<file path="config.mk">
export PLATFORM = sky130hd
export DESIGN_NAME = rpn_lan_node_finder_stream
export DESIGN_NICKNAME = d
export VERILOG_FILES = /design/src/rtl/rpn_lan_node_finder_stream.sv
export SDC_FILE = /design/constraint.sdc
export NUM_CORES = 2
export LEC_CHECK = 0
export ABC_AREA = 0
export BUFFER_PORTS_ARGS = -buffer_cell sky130_fd_sc_hd__buf_2
export CORE_MARGIN = 3
export CORE_UTILIZATION = 49
export DETAILED_ROUTE_END_ITERATION = 8
export GPL_TIMING_DRIVEN = 0
export PLACE_DENSITY = 0.78
export SYNTH_ARGS = -nofsm -noshare
export SYNTH_HDL_FRONTEND = slang
export SYNTH_SLANG_ARGS = --single-unit
</file>
<file path="constraint.sdc">
create_clock -name i_clk -period 11.5 [get_ports i_clk]
set_input_delay 0 -clock i_clk [delete_from_list [all_inputs] [get_ports i_clk]]
set_output_delay 0 -clock i_clk [all_outputs]
set_load 0.1 [all_outputs]
</file>
<file path="src/rtl/rpn_lan_node_finder_stream.sv">
// -----------------------------------------------------------------------------
// rpn_lan_node_finder_stream
//
// Sits between Control's to-LAN AXI-Stream and the Network Bridge LAN TX
// interface. The first beat of each packet carries the destination kernel in
// tdest. That kernel ID is looked up in the kernel-to-node ROM, which has a
// read latency of ROM_LATENCY cycles. Beats are buffered in a small FIFO while
// the lookup is in flight. The whole packet is then forwarded with tuser set
// to the node number.
//
// Ports:
//   i_clk, i_ap_rst_n        clock, asynchronous active-low reset
//   from_ctrl_LAN_*          upstream AXI-Stream (incoming tuser is ignored)
//   to_LAN_TX_*              downstream AXI-Stream, tuser = node number
//   kernel_to_node_ROM_*     ROM clock/reset/enable/byte address/data out
//   o_dropped_count          saturating count of dropped unmapped packets
//
// Optional feature (macro RPN_LAN_NODE_FINDER_UNMAPPED_DROP_EN):
//   When the macro is defined, a node number of all ones marks the kernel as
//   unmapped. Such a packet is drained from the FIFO and never presented
//   downstream, and it is counted in o_dropped_count. When the macro is not
//   defined, all-ones is forwarded like any other node number and the count
//   stays at 0.
//
// State | meaning
// IDLE    | FIFO empty, waiting for the first beat of a packet
// LOOKUP  | ROM read in flight, beats of the packet are buffered
// FORWARD | node known, FIFO head is presented downstream
// -----------------------------------------------------------------------------
module rpn_lan_node_finder_stream #(
  parameter int AXIS_DATA_WIDTH      = 64,
  parameter int AXIS_KEEP_WIDTH      = AXIS_DATA_WIDTH / 8,
  parameter int AXIS_LAN_TDEST_WIDTH = 8,
  parameter int AXIS_LAN_TUSER_WIDTH = 16,
  parameter int NODE_ID_WIDTH        = 16,
  parameter int BRAM_ADDR_WIDTH      = 32,
  parameter int ROM_LATENCY          = 1,
  parameter int FIFO_DEPTH           = 16
) (
  input  logic                            i_clk,
  input  logic                            i_ap_rst_n,

  input  logic                            from_ctrl_LAN_tvalid,
  output logic                            from_ctrl_LAN_tready,
  input  logic [AXIS_DATA_WIDTH-1:0]      from_ctrl_LAN_tdata,
  input  logic [AXIS_KEEP_WIDTH-1:0]      from_ctrl_LAN_tkeep,
  input  logic [AXIS_LAN_TDEST_WIDTH-1:0] from_ctrl_LAN_tid,
  input  logic [AXIS_LAN_TDEST_WIDTH-1:0] from_ctrl_LAN_tdest,
  input  logic [AXIS_LAN_TUSER_WIDTH-1:0] from_ctrl_LAN_tuser,
  input  logic                            from_ctrl_LAN_tlast,

  output logic                            to_LAN_TX_tvalid,
  input  logic                            to_LAN_TX_tready,
  output logic [AXIS_DATA_WIDTH-1:0]      to_LAN_TX_tdata,
  output logic [AXIS_KEEP_WIDTH-1:0]      to_LAN_TX_tkeep,
  output logic [AXIS_LAN_TDEST_WIDTH-1:0] to_LAN_TX_tid,
  output logic [AXIS_LAN_TDEST_WIDTH-1:0] to_LAN_TX_tdest,
  output logic [AXIS_LAN_TUSER_WIDTH-1:0] to_LAN_TX_tuser,
  output logic                            to_LAN_TX_tlast,

  output logic                            kernel_to_node_ROM_CLK,
  output logic                            kernel_to_node_ROM_RST,
  output logic                            kernel_to_node_ROM_EN,
  output logic [BRAM_ADDR_WIDTH-1:0]      kernel_to_node_ROM_ADDR,
  input  logic [NODE_ID_WIDTH-1:0]        kernel_to_node_ROM_DOUT,

  output logic [15:0]                     o_dropped_count
);

  localparam int PTR_W     = $clog2(FIFO_DEPTH);
  localparam int KEEP_LSB  = AXIS_DATA_WIDTH;
  localparam int ID_LSB    = KEEP_LSB + AXIS_KEEP_WIDTH;
  localparam int DEST_LSB  = ID_LSB + AXIS_LAN_TDEST_WIDTH;
  localparam int LAST_BIT  = DEST_LSB + AXIS_LAN_TDEST_WIDTH;
  localparam int ENT_W     = LAST_BIT + 1;
  localparam logic [PTR_W:0] PTR_ONE  = 1;
  localparam logic [1:0]     WAIT_LD  = 2'(ROM_LATENCY - 1);

  typedef enum logic [1:0] {S_IDLE, S_LOOKUP, S_FORWARD} state_t;

  state_t                       r_state;
  logic [PTR_W:0]               r_wr_ptr;
  logic [PTR_W:0]               r_rd_ptr;
  logic [ENT_W-1:0]             r_mem [FIFO_DEPTH];
  logic [1:0]                   r_wait;
  logic [NODE_ID_WIDTH-1:0]     r_node;
  logic                         r_last_acc;
  logic [BRAM_ADDR_WIDTH-1:0]   r_rom_addr;

  logic                         w_empty;
  logic                         w_full;
  logic                         w_in_fire;
  logic                         w_rom_en;
  logic                         w_rd;
  logic                         w_drop;
  logic                         w_out_valid;
  logic                         w_head_last;
  logic [ENT_W-1:0]             w_head;
  logic [ENT_W-1:0]             w_entry;
  logic [BRAM_ADDR_WIDTH-1:0]   w_rom_addr_new;
  logic                         w_unused;

  // Incoming tuser is replaced by the node number and never stored.
  assign w_unused = ^from_ctrl_LAN_tuser;

  assign w_empty = (r_wr_ptr == r_rd_ptr);
  assign w_full  = (r_wr_ptr[PTR_W] != r_rd_ptr[PTR_W]) &&
                   (r_wr_ptr[PTR_W-1:0] == r_rd_ptr[PTR_W-1:0]);

  // Once the current packet's tlast is in, the next packet must wait for IDLE
  // so that its first beat is the one used for the lookup.
  assign from_ctrl_LAN_tready = i_ap_rst_n &&
                                ((r_state == S_IDLE) || (!w_full && !r_last_acc));
  assign w_in_fire = from_ctrl_LAN_tvalid && from_ctrl_LAN_tready;
  assign w_rom_en  = w_in_fire && (r_state == S_IDLE);

  always_comb begin
    w_rom_addr_new = '0;
    w_rom_addr_new[AXIS_LAN_TDEST_WIDTH+1:2] = from_ctrl_LAN_tdest;
  end

  assign w_entry = {from_ctrl_LAN_tlast, from_ctrl_LAN_tdest, from_ctrl_LAN_tid,
                    from_ctrl_LAN_tkeep, from_ctrl_LAN_tdata};
  assign w_head      = r_mem[r_rd_ptr[PTR_W-1:0]];
  assign w_head_last = w_head[LAST_BIT];

`ifdef RPN_LAN_NODE_FINDER_UNMAPPED_DROP_EN
  logic [15:0] r_dropped;

  assign w_drop = &r_node;

  always_ff @(posedge i_clk or negedge i_ap_rst_n) begin
    if (!i_ap_rst_n) begin
      r_dropped <= '0;
    end else if (w_rd && w_head_last && w_drop && (r_dropped != 16'hFFFF)) begin
      r_dropped <= r_dropped + 16'd1;
    end
  end

  assign o_dropped_count = r_dropped;
`else
  assign w_drop          = 1'b0;
  assign o_dropped_count = '0;
`endif

  // A dropped packet is drained regardless of downstream tready.
  assign w_rd        = (r_state == S_FORWARD) && !w_empty && (w_drop || to_LAN_TX_tready);
  assign w_out_valid = (r_state == S_FORWARD) && !w_empty && !w_drop;

  assign to_LAN_TX_tvalid = w_out_valid;
  assign to_LAN_TX_tdata  = w_out_valid ? w_head[AXIS_DATA_WIDTH-1:0] : '0;
  assign to_LAN_TX_tkeep  = w_out_valid ? w_head[ID_LSB-1:KEEP_LSB] : '0;
  assign to_LAN_TX_tid    = w_out_valid ? w_head[DEST_LSB-1:ID_LSB] : '0;
  assign to_LAN_TX_tdest  = w_out_valid ? w_head[LAST_BIT-1:DEST_LSB] : '0;
  assign to_LAN_TX_tuser  = w_out_valid ? AXIS_LAN_TUSER_WIDTH'(r_node) : '0;
  assign to_LAN_TX_tlast  = w_out_valid && w_head_last;

  assign kernel_to_node_ROM_CLK  = i_clk;
  assign kernel_to_node_ROM_RST  = ~i_ap_rst_n;
  assign kernel_to_node_ROM_EN   = w_rom_en;
  assign kernel_to_node_ROM_ADDR = w_rom_en ? w_rom_addr_new : r_rom_addr;

  always_ff @(posedge i_clk) begin
    if (w_in_fire) begin
      r_mem[r_wr_ptr[PTR_W-1:0]] <= w_entry;
    end
  end

  always_ff @(posedge i_clk or negedge i_ap_rst_n) begin
    if (!i_ap_rst_n) begin
      r_state    <= S_IDLE;
      r_wr_ptr   <= '0;
      r_rd_ptr   <= '0;
      r_wait     <= '0;
      r_node     <= '0;
      r_last_acc <= 1'b0;
      r_rom_addr <= '0;
    end else begin
      if (w_in_fire) r_wr_ptr <= r_wr_ptr + PTR_ONE;
      if (w_rd)      r_rd_ptr <= r_rd_ptr + PTR_ONE;
      case (r_state)
        S_IDLE: begin
          if (w_in_fire) begin
            r_state    <= S_LOOKUP;
            r_wait     <= WAIT_LD;
            r_last_acc <= from_ctrl_LAN_tlast;
            r_rom_addr <= w_rom_addr_new;
          end
        end
        S_LOOKUP: begin
          if (w_in_fire && from_ctrl_LAN_tlast) r_last_acc <= 1'b1;
          if (r_wait == 2'd0) begin
            r_node  <= kernel_to_node_ROM_DOUT;
            r_state <= S_FORWARD;
          end else begin
            r_wait <= r_wait - 2'd1;
          end
        end
        S_FORWARD: begin
          if (w_in_fire && from_ctrl_LAN_tlast) r_last_acc <= 1'b1;
          // The tlast beat leaving the FIFO is the last one of the packet, since
          // input is blocked after tlast is accepted.
          if (w_rd && w_head_last) begin
            r_state    <= S_IDLE;
            r_last_acc <= 1'b0;
          end
        end
        default: r_state <= S_IDLE;
      endcase
    end
  end

endmodule

</file>
; ---- Word-level counts from Yosys, hierarchy flattened
; Memory sizes are Yosys's and may differ from the RTL's.
; Cells that the tools add are included.
[totals]
regBits = 39
in_bits = 125
mem_bits_rw = 1424
mem_count = 1
[classes]
mux = 19
n_reduce_logical = 23
add_sub_neg = 3
bitwise = 1
eq_ne = 9
[memory_table]
columns = memory, words, word_bits, read_ports, rd_clocked_by_memory_dff, write_ports, line_no
row1 = r_mem, 16, 89, 1, 0, 1, 84  ; logic [ENT_W-1:0] r_mem [FIFO_DEPTH];
[op_table]
columns = operator, count
row1 = two-way mux 64 bit, 1
row2 = two-way mux 8 bit, 3
row3 = two-way mux 16 bit, 1
row4 = adder 5 x 1 -> 5 bit (second input constant), 2
row5 = logical AND 1 bit, 10
row6 = two-way mux 10 bit, 1
row7 = two-way mux 2 bit, 5
row8 = != test 2 bit (second input constant), 3
row9 = case mux 2 bit (3 select lines), 1
row10 = AND reduction 2 bit, 3
row11 = AND reduction 3 bit, 2
row12 = == test 5 bit, 1
row13 = two-way mux 1 bit, 5
row14 = == test 4 bit, 1
row15 = logical NOT 2 bit, 2
row16 = case mux 2 bit (2 select lines), 1
row17 = logical NOT 1 bit, 3
row18 = case mux 1 bit (3 select lines), 1
row19 = nonzero test 3 bit, 1
row20 = == test 2 x 1 -> 1 bit (second input constant), 1
row21 = == test 2 bit (second input constant), 1
row22 = != test 2 x 1 -> 1 bit (second input constant), 1
row23 = nonzero test 2 bit, 1
row24 = subtractor 2 x 1 -> 2 bit (second input constant), 1
row25 = 3 further kinds, 3

; ---- Logic depth before layout (Yosys ltp)
[logic_depth]
ltp_word = 11
mapped_depth = 8

==> load_flow_metrics.sql <==
INSERT INTO impl_metrics (metric_group, metric, value, unit) VALUES
('cts', 'clk_slew_on_worst_s_h_paths', '0.06', 'ns'),
('critical_path', 'critical_path.max_fanout', '2', ''),
('route', 'drt_first_iter_violations', '3632', ''),
('critical_path', 'worst-path-buf-inv', '4', ''),
('yosys', 'mean_instance_size_in_the_synthesized_netlist', '24.4', 'um2'),
('global_route', 'via_count_of_the_first_global_routing_pass', '29826', ''),
('min_path', 'timing.hold.worst.class', 'input pin to flop', ''),
('cts', 'worstSkewPairLatency', '0.85', 'ns'),
('critical_path', 'critical_path_required', '11.50', 'ns'),
('power', 'leakage_power', '22.0', 'nW'),
('cells_and_area', 'multiInputGateArea', '11900', 'um2'),
('global_route', 'grt_max_degree', '41', ''),
('power', 'power.density_cell_area', '258', 'nW/um2'),
('route', 'wl_per_cell', '32.3', 'um'),
('floorplan', 'fp-row-count', '123', ''),
('critical_path', 'cp_top_family', 'buffers and inverters', ''),
('place', 'gpl.final_weighted_congestion', '0.752', ''),
('cells_and_area', 'finalInstanceArea', '67100', 'um2'),
('cells_and_area', 'seq_area', '43700', 'um2'),
('yosys', 'gate_count_after_technology_mapping', '2309', ''),
('floorplan', 'die-width', '345', 'um'),
('cells_and_area', 'design.final.nets', '3082', ''),
('critical_path', 'worst_ep_arrival_time', '6.39', 'ns'),
('sta', 'final-setup-viol-count', '0', ''),
('yosys', 'netlist-cell-type-count', '40', ''),
('place', 'total_placed_instance_area', '61300', 'um2'),
('cts', 'post-cts-setup-buffers', '0', ''),
('yosys', 'ys_warn_count', '0', ''),
('cts', 'clock_tree_from_tritoncts', 'done', ''),
('critical_path', 'critical_path.startpoint_type', 'clock port', ''),
('floorplan', 'die_h', '345', 'um'),
('sta', 'clock_skew', '0.0351', 'ns'),
('global_route', 'antenna_violations_before_repair', '17', ''),
('floorplan', 'die_area', '119000', 'um2'),
('global_route', 'grt_first_pass_wirelength', '212000', 'um'),
('yosys', 'netlist_area_before_placement', '56400', 'um2'),
('critical_path', 'timing.setup.critical_path_class', 'clock port to output pin', ''),
('critical_path', 'critical_path.cell_chain', 'clkbuf_16, clkbuf_16, buf_4, buf_2', ''),
('route', 'drtAntennaViolNets', '0', ''),
('cells_and_area', 'ratio_of_cells_with_drive_above_1_in_the_final_layout', '36.0', '%'),
('critical_path', 'crit_top_cell', 'sky130_fd_sc_hd__clkbuf_16', ''),
('yosys', 'async_flop_share', '2.67', '%'),
('power', 'max-vdd-ir-drop', '224', 'uV'),
('yosys', 'synth-edff-count', '1424', ''),
('sta', 'finalMaxSlewViolations', '0', ''),
('yosys', 'postSynthRegisterBits', '1463', ''),
('cts', 'ctsResizeCount', '0', ''),
('run', 'max_cap_viol_count', '0', ''),
('status', 'status', 'finished, final reports clean', ''),
('route', 'post_route_wl', '147000', 'um'),
('critical_path', 'crit_slowest_cell', 'sky130_fd_sc_hd__buf_2', ''),
('route', 'number_of_optimization_iterations_in_the_first_detailed_route_pass', '5', ''),
('route', 'drt_drc_violations_left', '0', ''),
('place', 'place_hpwl', '87000', 'um'),
('cells_and_area', 'area_delta_synth_final', '19.0', '%'),
('floorplan', 'io-pin-count', '283', ''),
('cells_and_area', 'num-fill-cells', '7463', ''),
('floorplan', 'floorplan.core_area', '113000', 'um2'),
('route', 'num_vias', '28458', ''),
('place', 'port_buffers', '226', ''),
('sta', 'relSlewSlack', '17.5', '%'),
('critical_path', 'max_stage_delay', '0.28', 'ns'),
('yosys', 'ys_seq_area_share', '77.6', '%'),
('sta', 'setup_total_negative_slack', '0', 'ns'),
('floorplan', 'start_util', '49.8', '%'),
('sta', 'hold_violations', '0', ''),
('cts', 'ctsHoldBuffers', '126', ''),
('sta', 'rsz0062_at_grt', 'false', ''),
('yosys', 'ys_dominant_reg_cell', 'sky130_fd_sc_hd__edfxtp_1', ''),
('global_route', 'residual_overflow_from_global_routing', '0', ''),
('global_route', 'grt_util_all_layers', '24.8', '%'),
('route', 'vias_per_cell', '6.23', ''),
('critical_path', 'setup.worst_path.end_class', 'output pin', ''),
('sta', 'worst_pin_slew', '1.24', 'ns');
==> Yosys cell counts, types with 8 or more instances <==
master,number,area (um2)
sky130_fd_sc_hd__dfrtp_1,39,976
sky130_fd_sc_hd__mux2_2,26,293
sky130_fd_sc_hd__clkbuf_1,50,188
sky130_fd_sc_hd__mux4_2,444,10000
sky130_fd_sc_hd__buf_1,20,75.1
sky130_fd_sc_hd__inv_1,13,48.8
sky130_fd_sc_hd__nor2_1,18,67.6
sky130_fd_sc_hd__buf_4,73,548
sky130_fd_sc_hd__xor2_1,8,70.1
sky130_fd_sc_hd__ha_1,11,138
sky130_fd_sc_hd__and2_1,104,651
sky130_fd_sc_hd__edfxtp_1,1424,42800
sky130_fd_sc_hd__nand2_1,11,41.3
sky130_fd_sc_hd__buf_2,8,40.0
==> area by class of cell <==
cell class / instances / area share (%)
diodes: 7 / 0.0261
plain buffers: 158 / 1.39
clock buffers: 192 / 5.83
clock inverters: 71 / 0.902
inverters: 13 / 0.0727
multi-input cells: 714 / 17.7
flip-flops and latches: 1463 / 65.2
well taps: 1500 / 2.80
repair buffers: 450 / 6.07
==> path summary, 6_finish.rpt <==
check,endpoint,depth (start not counted),start,slack (ns)
setup / recovery,kernel_to_node_ROM_CLK,4,i_clk,5.11
hold / removal,r_mem[1][59],2,from_ctrl_LAN_tdata[59],0.07
setup reg to reg,r_mem[2][60],11,r_state[0],7.27
hold reg to reg,r_rom_addr[8],1,r_rom_addr[8],0.50
max in group asynchronous,r_rom_addr[9],4,i_ap_rst_n,10.88
min in group asynchronous,r_rom_addr[2],4,i_ap_rst_n,0.38
==> routing by layer <==
metal	up-vias	track usage, %	wire length (um)
met5	-	0	48
met4	8	10.5	5830
met3	347	6.60	16000
met2	2182	41.2	74500
met1	14868	31.2	51000
li1	11053	-	-
==> stage by stage <==
stage / instances / power, mW / hold slack [ns] / setup WS [ns] / utilization [%]
after detailed placement: 4173 / 12.8 / 0.241 / 5.37 / 54.1
after floorplan: 2348 / 11.1 / -0.296 / 3.25 / -
after CTS: 4561 / 17.4 / 0.0256 / 5.10 / 59.2
after global routing: 4563 / 17.8 / 0.0726 / 5.10 / 59.2
final: 4568 / 17.3 / 0.0673 / 5.11 / 59.2
after global placement: 4074 / 12.6 / 0.233 / -4.83 / 52.5
==> cells by family (layout without fill, tap and decap cells) <==
| group | count (synthesis) | in the layout | share of synthesized area (%) |
|---|---|---|---|
| flip-flops | 1463 | 1463 | 77.6 |
| multiplexers | 473 | 473 | 18.3 |
| buffers and inverters | 171 | 884 | 1.74 |
| AND/OR/NAND/NOR | 154 | 154 | 1.60 |
| AO/OA/AOI/OAI | 22 | 22 | 0.293 |
| XOR/XNOR | 14 | 14 | 0.218 |
| adder cells (fa/ha/maj) | 11 | 11 | 0.244 |
| other | 1 | 47 | 0.00665 |
==> sequential cells by signal (all words and copies together) (netlist names) <==
signal / flops
r_wr_ptr: 5
r_wait: 2
r_mem: 1424
r_rd_ptr: 5
r_last_acc: 1
r_rom_addr: 8
r_node: 16
r_state: 2
==> power by group <==
| part | internal (mW) | total (mW) | switching (mW) | leakage [nW] |
|---|---|---|---|---|
| Sequential | 6.15 | 6.25 | 0.0979 | 13.3 |
| Combinational | 2.23 | 6.51 | 4.28 | 6.51 |
| Clock | 2.55 | 4.55 | 2.00 | 2.21 |
==> cells in the final DEF, fill, tap and decap left out, types with 25 or more instances in the layout <==
cell type / netlist / final
sky130_fd_sc_hd__dfrtp_1: 39 / 39
sky130_fd_sc_hd__clkbuf_16: 0 / 149
sky130_fd_sc_hd__dlygate4sd3_1: 0 / 125
sky130_fd_sc_hd__buf_2: 8 / 234
sky130_fd_sc_hd__clkbuf_1: 50 / 90
sky130_fd_sc_hd__buf_4: 73 / 75
sky130_fd_sc_hd__buf_6: 7 / 45
sky130_fd_sc_hd__conb_1: 1 / 40
sky130_fd_sc_hd__edfxtp_1: 1424 / 1424
sky130_fd_sc_hd__clkinv_1: 0 / 25
sky130_fd_sc_hd__mux4_2: 444 / 444
sky130_fd_sc_hd__and2_1: 104 / 104
sky130_fd_sc_hd__buf_12: 0 / 38
sky130_fd_sc_hd__mux2_2: 26 / 26
(Power assumes the default switching activity.)
